<file path="src/rtl/mem_responder_if.sv">
// Request/acknowledge bus between a memory initiator and the mem_responder.
// Latency: none (wires only); master drives req/we/addr/wdata, slave drives ack/rdata/err/busy.
// Backpressure: the initiator holds req and its payload until it samples ack=1.
interface mem_responder_if #(
  parameter int ADDR_W = 8,
  parameter int DATA_W = 16
);
  logic              req;
  logic              we;
  logic [ADDR_W-1:0] addr;
  logic [DATA_W-1:0] wdata;
  logic              ack;
  logic [DATA_W-1:0] rdata;
  logic              err;
  logic              busy;

  modport master (
    output req, we, addr, wdata,
    input  ack, rdata, err, busy
  );

  modport slave (
    input  req, we, addr, wdata,
    output ack, rdata, err, busy
  );
endinterface

</file>
<file path="src/rtl/mem_responder.sv">
// Single-beat memory responder: DEPTH x DATA_W array, zero-swept after every reset.
// Latency: write/range-error ack 1 cycle after acceptance, read ack RD_LAT cycles after.
// Backpressure: busy=1 outside IDLE; req is only sampled in IDLE, one transaction in flight.
// Ports: clk, rst_n (async active-low); bus (slave modport): req/we/addr/wdata in,
//        ack (1-cycle pulse), rdata (held after ack), err (valid with ack), busy out.
module mem_responder #(
  parameter int ADDR_W = 8,
  parameter int DATA_W = 16,
  parameter int DEPTH  = 256,
  parameter int RD_LAT = 2
) (
  input  logic            clk,
  input  logic            rst_n,
  mem_responder_if.slave  bus
);

  localparam int MEM_AW = (DEPTH > 1) ? $clog2(DEPTH) : 1;
  localparam int CNT_W  = (RD_LAT > 2) ? $clog2(RD_LAT) : 1;

  localparam logic [1:0] S_INIT    = 2'd0;
  localparam logic [1:0] S_IDLE    = 2'd1;
  localparam logic [1:0] S_RD_WAIT = 2'd2;
  localparam logic [1:0] S_ACK     = 2'd3;

  logic [1:0]        state_q, state_d;
  logic [ADDR_W-1:0] ptr_q, ptr_d;
  logic [CNT_W-1:0]  cnt_q, cnt_d;
  logic [ADDR_W-1:0] addr_q, addr_d;
  logic [DATA_W-1:0] rdata_q, rdata_d;
  logic              err_q, err_d;

  logic [DATA_W-1:0] mem [DEPTH];
  logic              mem_we;
  logic [MEM_AW-1:0] mem_waddr;
  logic [DATA_W-1:0] mem_wdat;
  logic              in_range;

  // One extra bit so DEPTH == 2**ADDR_W compares correctly.
  assign in_range = ({1'b0, bus.addr} < (ADDR_W+1)'(DEPTH));

  always_comb begin
    state_d   = state_q;
    ptr_d     = ptr_q;
    cnt_d     = cnt_q;
    addr_d    = addr_q;
    rdata_d   = rdata_q;
    err_d     = err_q;
    mem_we    = 1'b0;
    mem_waddr = bus.addr[MEM_AW-1:0];
    mem_wdat  = bus.wdata;
    case (state_q)
      S_INIT: begin
        // Sweep shares the single write port; req is ignored meanwhile.
        mem_we    = 1'b1;
        mem_waddr = ptr_q[MEM_AW-1:0];
        mem_wdat  = '0;
        ptr_d     = ptr_q + 1'b1;
        if (ptr_q == ADDR_W'(DEPTH - 1)) state_d = S_IDLE;
      end
      S_IDLE: begin
        if (bus.req) begin
          if (!in_range) begin
            err_d = 1'b1;
            if (!bus.we) rdata_d = '0;
            state_d = S_ACK;
          end else if (bus.we) begin
            mem_we  = 1'b1;
            state_d = S_ACK;
          end else if (RD_LAT == 1) begin
            rdata_d = mem[bus.addr[MEM_AW-1:0]];
            state_d = S_ACK;
          end else begin
            addr_d  = bus.addr;
            cnt_d   = CNT_W'(RD_LAT - 1);
            state_d = S_RD_WAIT;
          end
        end
      end
      S_RD_WAIT: begin
        // Leave when the counter reaches zero so ack lands RD_LAT cycles after acceptance.
        cnt_d = cnt_q - 1'b1;
        if (cnt_d == '0) begin
          rdata_d = mem[addr_q[MEM_AW-1:0]];
          state_d = S_ACK;
        end
      end
      S_ACK: begin
        err_d   = 1'b0;
        state_d = S_IDLE;
      end
      default: state_d = S_INIT;
    endcase
  end

  always_ff @(posedge clk or negedge rst_n) begin
    if (!rst_n) begin
      state_q <= S_INIT;
      ptr_q   <= '0;
      cnt_q   <= '0;
      addr_q  <= '0;
      rdata_q <= '0;
      err_q   <= 1'b0;
    end else begin
      state_q <= state_d;
      ptr_q   <= ptr_d;
      cnt_q   <= cnt_d;
      addr_q  <= addr_d;
      rdata_q <= rdata_d;
      err_q   <= err_d;
    end
  end

  // Storage carries no reset; the INIT sweep provides the zero contents.
  always_ff @(posedge clk) begin
    if (mem_we) mem[mem_waddr] <= mem_wdat;
  end

  assign bus.ack   = (state_q == S_ACK);
  assign bus.busy  = (state_q != S_IDLE);
  assign bus.err   = err_q;
  assign bus.rdata = rdata_q;

endmodule

</file>
<file path="src/flat_wrapper.sv">
// flat-port wrapper written by rule: the top's interface ports become plain ports
module mem_responder_flat 
#(
  parameter int ADDR_W = 8,
  parameter int DATA_W = 16,
  parameter int DEPTH  = 256,
  parameter int RD_LAT = 2
)
  (clk, rst_n, bus_req, bus_we, bus_addr, bus_wdata, bus_ack, bus_rdata, bus_err, bus_busy);
  mem_responder_if #(.ADDR_W(ADDR_W), .DATA_W(DATA_W)) bus_i ();
  input  logic clk;
  input  logic rst_n;
  input wire logic [$bits(bus_i.req)-1:0] bus_req;
  input wire logic [$bits(bus_i.we)-1:0] bus_we;
  input wire logic [$bits(bus_i.addr)-1:0] bus_addr;
  input wire logic [$bits(bus_i.wdata)-1:0] bus_wdata;
  output wire logic [$bits(bus_i.ack)-1:0] bus_ack;
  output wire logic [$bits(bus_i.rdata)-1:0] bus_rdata;
  output wire logic [$bits(bus_i.err)-1:0] bus_err;
  output wire logic [$bits(bus_i.busy)-1:0] bus_busy;
  assign bus_i.req = bus_req;
  assign bus_i.we = bus_we;
  assign bus_i.addr = bus_addr;
  assign bus_i.wdata = bus_wdata;
  assign bus_ack = bus_i.ack;
  assign bus_rdata = bus_i.rdata;
  assign bus_err = bus_i.err;
  assign bus_busy = bus_i.busy;
  mem_responder #(.ADDR_W(ADDR_W), .DATA_W(DATA_W), .DEPTH(DEPTH), .RD_LAT(RD_LAT)) u_core (.clk(clk), .rst_n(rst_n), .bus(bus_i));
endmodule
</file>
<file path="config.mk">
export PLATFORM = sky130hd
export DESIGN_NAME = mem_responder_flat
export DESIGN_NICKNAME = d
export VERILOG_FILES = /design/src/rtl/mem_responder_if.sv /design/src/rtl/mem_responder.sv /design/src/flat_wrapper.sv
export SDC_FILE = /design/constraint.sdc
export NUM_CORES = 2
export LEC_CHECK = 0
export BUFFER_PORTS_ARGS = -buffer_cell sky130_fd_sc_hd__buf_2
export CAP_MARGIN = 25
export CELL_PAD_IN_SITES_DETAIL_PLACEMENT = 1
export CELL_PAD_IN_SITES_GLOBAL_PLACEMENT = 1
export CORE_ASPECT_RATIO = 1.1
export CORE_UTILIZATION = 55
export CTS_CLUSTER_SIZE = 24
export DETAILED_ROUTE_END_ITERATION = 8
export PLACE_DENSITY_LB_ADDON = 0.1
export SYNTH_ARGS = -nofsm -noshare
export SYNTH_HDL_FRONTEND = slang
export SYNTH_SLANG_ARGS = --single-unit
</file>
<file path="constraint.sdc">
create_clock -name clk -period 20.8 [get_ports clk]
set_clock_uncertainty 0.15 [all_clocks]
set_input_delay 3.12 -clock clk [delete_from_list [all_inputs] [get_ports clk]]
set_output_delay 3.12 -clock clk [all_outputs]
set_load 0.005 [all_outputs]
</file>
[Word level (Yosys, flattened, before mapping)]
Memories as Yosys holds them, arrays and structs flattened. A register that Yosys moved wholly into a read port is not among the register bits.
Cells that the tools add are included.
Cells by class
  equality and inequality tests: 9
  multiplexer cells: 15
  add/sub/neg operators: 2
  bitwise logic cells: 2
  reductions and logical operators: 7
Operator list (number)
  2-to-1 mux 16 bit: 1
  AND reduction 3 bit: 3
  adder 8 x 1 -> 8 bit (second input constant): 1
  equality test 8 bit (second input constant): 1
  2-to-1 mux 8 bit: 1
  one-hot mux 2 bit (4 select lines): 1
  2-to-1 mux 1 bit: 7
  2-to-1 mux 2 bit: 3
  != test 2 bit (second input constant): 3
  equality test 2 bit (second input constant): 2
  != test 2 x 1 -> 1 bit (second input constant): 2
  one-hot mux 1 bit (2 select lines): 2
  equality test 2 x 1 -> 1 bit (second input constant): 1
  zero test 2 bit: 1
  inverter 1 bit: 2
  AND reduction 2 bit: 1
  nonzero test 2 bit: 1
  zero test 1 bit: 1
  subtractor 1 bit (second input constant): 1
Word-level totals
  flip-flop bits (word level): 19
  output and inout port bits: 19
  input bits: 28
  memories kept: 1
  RAM bits: 4096
Memories
  u_core.mem: words 256, width 16, read ports 1, clocked after memory_dff 1, wr ports 1, RTL line mem_responder.sv:32  | logic [DATA_W-1:0] mem [DEPTH];

[Logic depth before layout (Yosys ltp)]
  depth after elaboration: 5
  depth in mapped cells: 13
  gate-level depth less buffers: 9

[Least setup slack after synthesis]
No wires, ideal clock.
  path type: input to register
  start: in bus_wdata[0]
  end: mem u_core.mem[0][0] (data pin)
  stages on the path: 1
  required time: 19.204 ns
  data arrival time: 9.265 ns
  setup time: 1.446 ns
  slack: 9.939 ns
  path through: nor2b_1
Between the ends
  longest elaborated chain between the ends: 1
Ends and longest elaborated chain
  from (decl): RTL line flat_wrapper.sv:16  | input wire logic [$bits(bus_i.wdata)-1:0] bus_wdata;
  2-to-1 mux 16 bit: RTL line mem_responder.sv:51  | case (state_q)
  to (decl): RTL line mem_responder.sv:32
Every way passes these cells.

==> results list <==
- Among all cell types in the netlist, the one instantiated most often is sky130_fd_sc_hd__edfxtp_1.
- Synthesis instantiated between 90 and 100 different standard cells from the library.
- Filler Cells Inserted: 23600
- Setup_tns: 0 ns
- Layout Nets: around 8000
- The initial utilization of the core area, before any placement, comes to between 50% and 60%.
- The first detailed-routing pass ran for 5 iterations.
- Buffer depth of the longest clock path: 4
* HPWL reported at the end of detailed placement: between 300 and 400 mm
* R2r worst-path depth: 10
* Hold wc startpoint: u_core.bus.rdata[0]$_DFFE_PN0P_
* Worst-Skew Late Latency: 1.02 ns
* Buffer cell driving the clock tree root: sky130_fd_sc_hd__clkbuf_16
* Site row count: ~210
- The worst register-to-register path begins at u_core.addr_q[0]$_DFFE_PN0P_.
- The clock drives 4131 sinks.
- Proportion of netlist area held by the largest area contributor: 76.7%
- Using the TritonRoute via totals, the vias-per-cell ratio works out to around 7.0.
- Post-route DRC violation count: 0
* Final setup margin: around 14 ns
- For this design, the slowest cell found on the critical path is sky130_fd_sc_hd__o31ai_1.
* Fraction of the yosys area taken by sequential cells: 77.2%
* Critical path type: reg2reg
- Yosys warning count: 0
- Net count of the mapped netlist: 7570
* Largest incremental delay on the critical path: 1.01 ns
- In this run the count of I/O pins placed on the die edge is 47.
- Biggest area contributors in the synthesized netlist: sky130_fd_sc_hd__edfxtp_1, sky130_fd_sc_hd__mux4_2, sky130_fd_sc_hd__mux2i_1
- The critical path starts at u_core.addr_q[0]$_DFFE_PN0P_.
- Peak ir drop on the vdd network: between 0.15 and 0.2 mV
- In this run, the combinational gates consume 29.7% of the power.
- After clock tree synthesis, the clock-pin slew on the worst setup and hold paths is 0.06 ns.
- Internal Pwr Total: 16.1 mW
* Endpoint of the worst hold path: u_core.bus.rdata[0]$_DFFE_PN0P_
* Largest net degree at the start of global routing: about 190
* Number of enable-type register cells in the synthesized netlist: 4096
- H-tree lvl count: 5
- After detailed routing, the total wire length is 510 mm.
- Category of the worst setup path launch point: flip-flop
* Vias post-DR: between 80000 and 90000
- Hold is met by about 0.38 ns.
- Summing every instance area after synthesis gives between 150000 and 200000 sq um.
* Flop-to-flop setup slack: 13.57 ns
* Number of standard cells after synthesis: 7537
- Die ar.: 294000 sq um
- Worst R2R End: u_core.bus.rdata[6]$_DFFE_PN0P_
- Cell leakage power: 56.3 nW
- Traced cell by cell, the critical path runs through buf_12 -> buf_4 -> buf_4 -> buf_4 -> buf_4 -> mux4_2 -> mux2i_1 -> a211oi_1 -> o31ai_1 -> o211ai_2.
- Pre-CTS setup slack: 13.55 ns
- Total design power: 24.5 mW
- Clock power share: 29.9%
- Based on the critical path, the design can be clocked at up to 138 MHz.
- Area overhead of the layout relative to synthesis: 12.1%
* Max-cap violation count: 0
* Switching share of power: approximately a third
- Kind of path behind the tightest hold check: reg2reg
- Worst relative slew slack: 8.83%
- TritonCTS built the clock tree.
- The post-route netlist has 24.9% of its cells at a drive strength greater than 1.
- Of all nets on the critical path, the largest fanout is 83.
- Number of gates given a new drive strength after cts: 0
- The most used flip-flop cell after synthesis is sky130_fd_sc_hd__edfxtp_1.
- In the global route stage, overall resource usage came out at 34.7%.
- Data on the critical path is required at its endpoint by around 21 ns.
- In this run the power spent charging and discharging nets is 8.33 mW.
- Outcome: complete, no violations
- Measured along the x axis, the die boundary spans slightly above 500 um.
* Slew @ Worst Pin: 1.37 ns
- The count of buffers added on input and output ports is 45.
- # Post-CTS Setup Buffers: 0
* Pwr Density: 136 nW/um^2
- The initial antenna violation count was 30.
* Final period util: 34.7%
* Endpoint class of the critical path: flip-flop
- The first global-routing pass estimated just under 700 mm of wire.
- Time the final worst path needs with I/O delays and setup: between 7 and 8 ns
- Cell types with the highest counts after synthesis: sky130_fd_sc_hd__edfxtp_1, sky130_fd_sc_hd__mux4_2, sky130_fd_sc_hd__mux2i_1, sky130_fd_sc_hd__nor2_1, sky130_fd_sc_hd__nand2_1
- Hold repair after CTS inserted 0 buffers.
* Cell type with the highest occurrence count on the critical path: sky130_fd_sc_hd__buf_4
- Fraction of power consumed by sequential logic: 40.3%
* Async S/R FF share, synth: 0.847%
* Die height: between 500 and 600 um
* Vias in the first global route: 84800
- Number of cells on the worst hold path: 2
* Avg Synthesized Cell Area: about 21 sq um
- Sum of overflow across all layers after global routing: 0
* RSZ-0062 raised after global routing: no
* Cell type contributing the most total cell area after synthesis: sky130_fd_sc_hd__edfxtp_1
* CTS buffer count: between 400 and 500
- Final hold viol count: 0
* Core outline area: a little under 300000 sq um
* Residual antenna-violating net count after detailed routing: 0
- The max-slew violation count is 0.
* Iteration-0 DRC count of the detailed router: approximately 13000
- Data arrives at the worst endpoint at 7.91 ns.
- At the end of routability-driven placement, the weighted congestion stood at about 0.92.
* Post-synthesis register bit count: between 4000 and 5000
- Dividing the detail-routed wire length by the instance count gives 41.9 um.
- Count of final setup violators: 0
==> critical path: cells and delay by family (launching register included) <==
kind                   cells  cell delay, ns
DFF                        1            0.85
AOI/OAI and AO/OA          3            1.33
muxes                      2            1.06
buffers and inverters      5            3.41
==> power groups by stage <==
stage	combinational [mW]	sequential (mW)	clock [mW]
final	7.28	9.87	7.33
after global routing	7.38	9.85	7.63
after CTS	7.13	9.86	7.38
after detailed placement	7.10	10.0	0
after global placement	6.94	10.0	0
after floorplan	4.22	10.1	0
==> stage by stage <==
stage               instances  util [%]  instance area, sq um
floorplan                7537         -                160000
global placement        11300      57.2                166000
detailed placement      11400      57.4                166000
CTS                     12100      61.9                179000
global route            12200      62.1                180000
finish                  12200      62.1                180000
==> kinds of logic (layout without fill, tap and decap cells) <==
family	count (synthesis)	in the layout	share of synthesized area, %
AOI/OAI and AO/OA	746	746	3.33
adders and majority gates	5	5	0.0390
other	1	13	0.00234
xor gates and xnor gates	7	7	0.0382
DFF	4131	4131	77.2
muxes	1330	1330	14.9
buffers and inverters	461	1218	2.12
and+or+nand+nor	856	856	2.37
==> metal layers <==
metal / vias to the layer above / track usage (%) / wire length (um)
li1: 32500 / - / -
met3: 1026 / 7.35 / 52800
met5: - / 0 / 64
met4: 10 / 17.5 / 28800
met2: 5437 / 52.9 / 238000
met1: 45600 / 47.9 / 190000
==> area by class of cell <==
type	count	area, sq um	area share (%)
antenna	12	30.0	0.0167
clock buffer	502	10700	5.95
clock inverter	242	2360	1.31
inverter	20	85.1	0.0473
multi-input combinational	2945	33800	18.8
sequential	4131	124000	68.9
tap	3866	4840	2.69
timing repair buffer	454	4060	2.26
==> worst max-delay path by stage <==
stage / endpoint / slack [ns] / cells past startpoint
after floorplan: u_core.mem[0][0]$_DFFE_PP_ / 9.94 / 1
after global placement: u_core.mem[137][2]$_DFFE_PP_ / 13.24 / 6
after detailed placement: u_core.bus.rdata[6]$_DFFE_PN0P_ / 13.55 / 10
after CTS: u_core.bus.rdata[6]$_DFFE_PN0P_ / 13.58 / 10
after global routing: u_core.bus.rdata[6]$_DFFE_PN0P_ / 13.40 / 10
final: u_core.bus.rdata[6]$_DFFE_PN0P_ / 13.57 / 10
==> cells in the final DEF (no fill, tap or decap), types with 120 or more instances in the layout <==
cell,netlist,layout
sky130_fd_sc_hd__mux2i_1,477,477
sky130_fd_sc_hd__buf_4,56,329
sky130_fd_sc_hd__nand2_1,237,236
sky130_fd_sc_hd__mux4_2,810,810
sky130_fd_sc_hd__edfxtp_1,4096,4096
sky130_fd_sc_hd__clkbuf_16,0,414
sky130_fd_sc_hd__nor2_2,0,150
sky130_fd_sc_hd__a22oi_1,150,150
sky130_fd_sc_hd__o22ai_1,120,120
sky130_fd_sc_hd__nor2_1,340,188
==> state kept, by name, summed over array words and instances, names as in the netlist <==
name              flops
u_core.addr_q         8
u_core.bus.rdata     16
u_core.cnt_q          1
u_core.mem         4096
u_core.ptr_q          8
u_core.state_q        2
(Power assumes the default switching activity.)
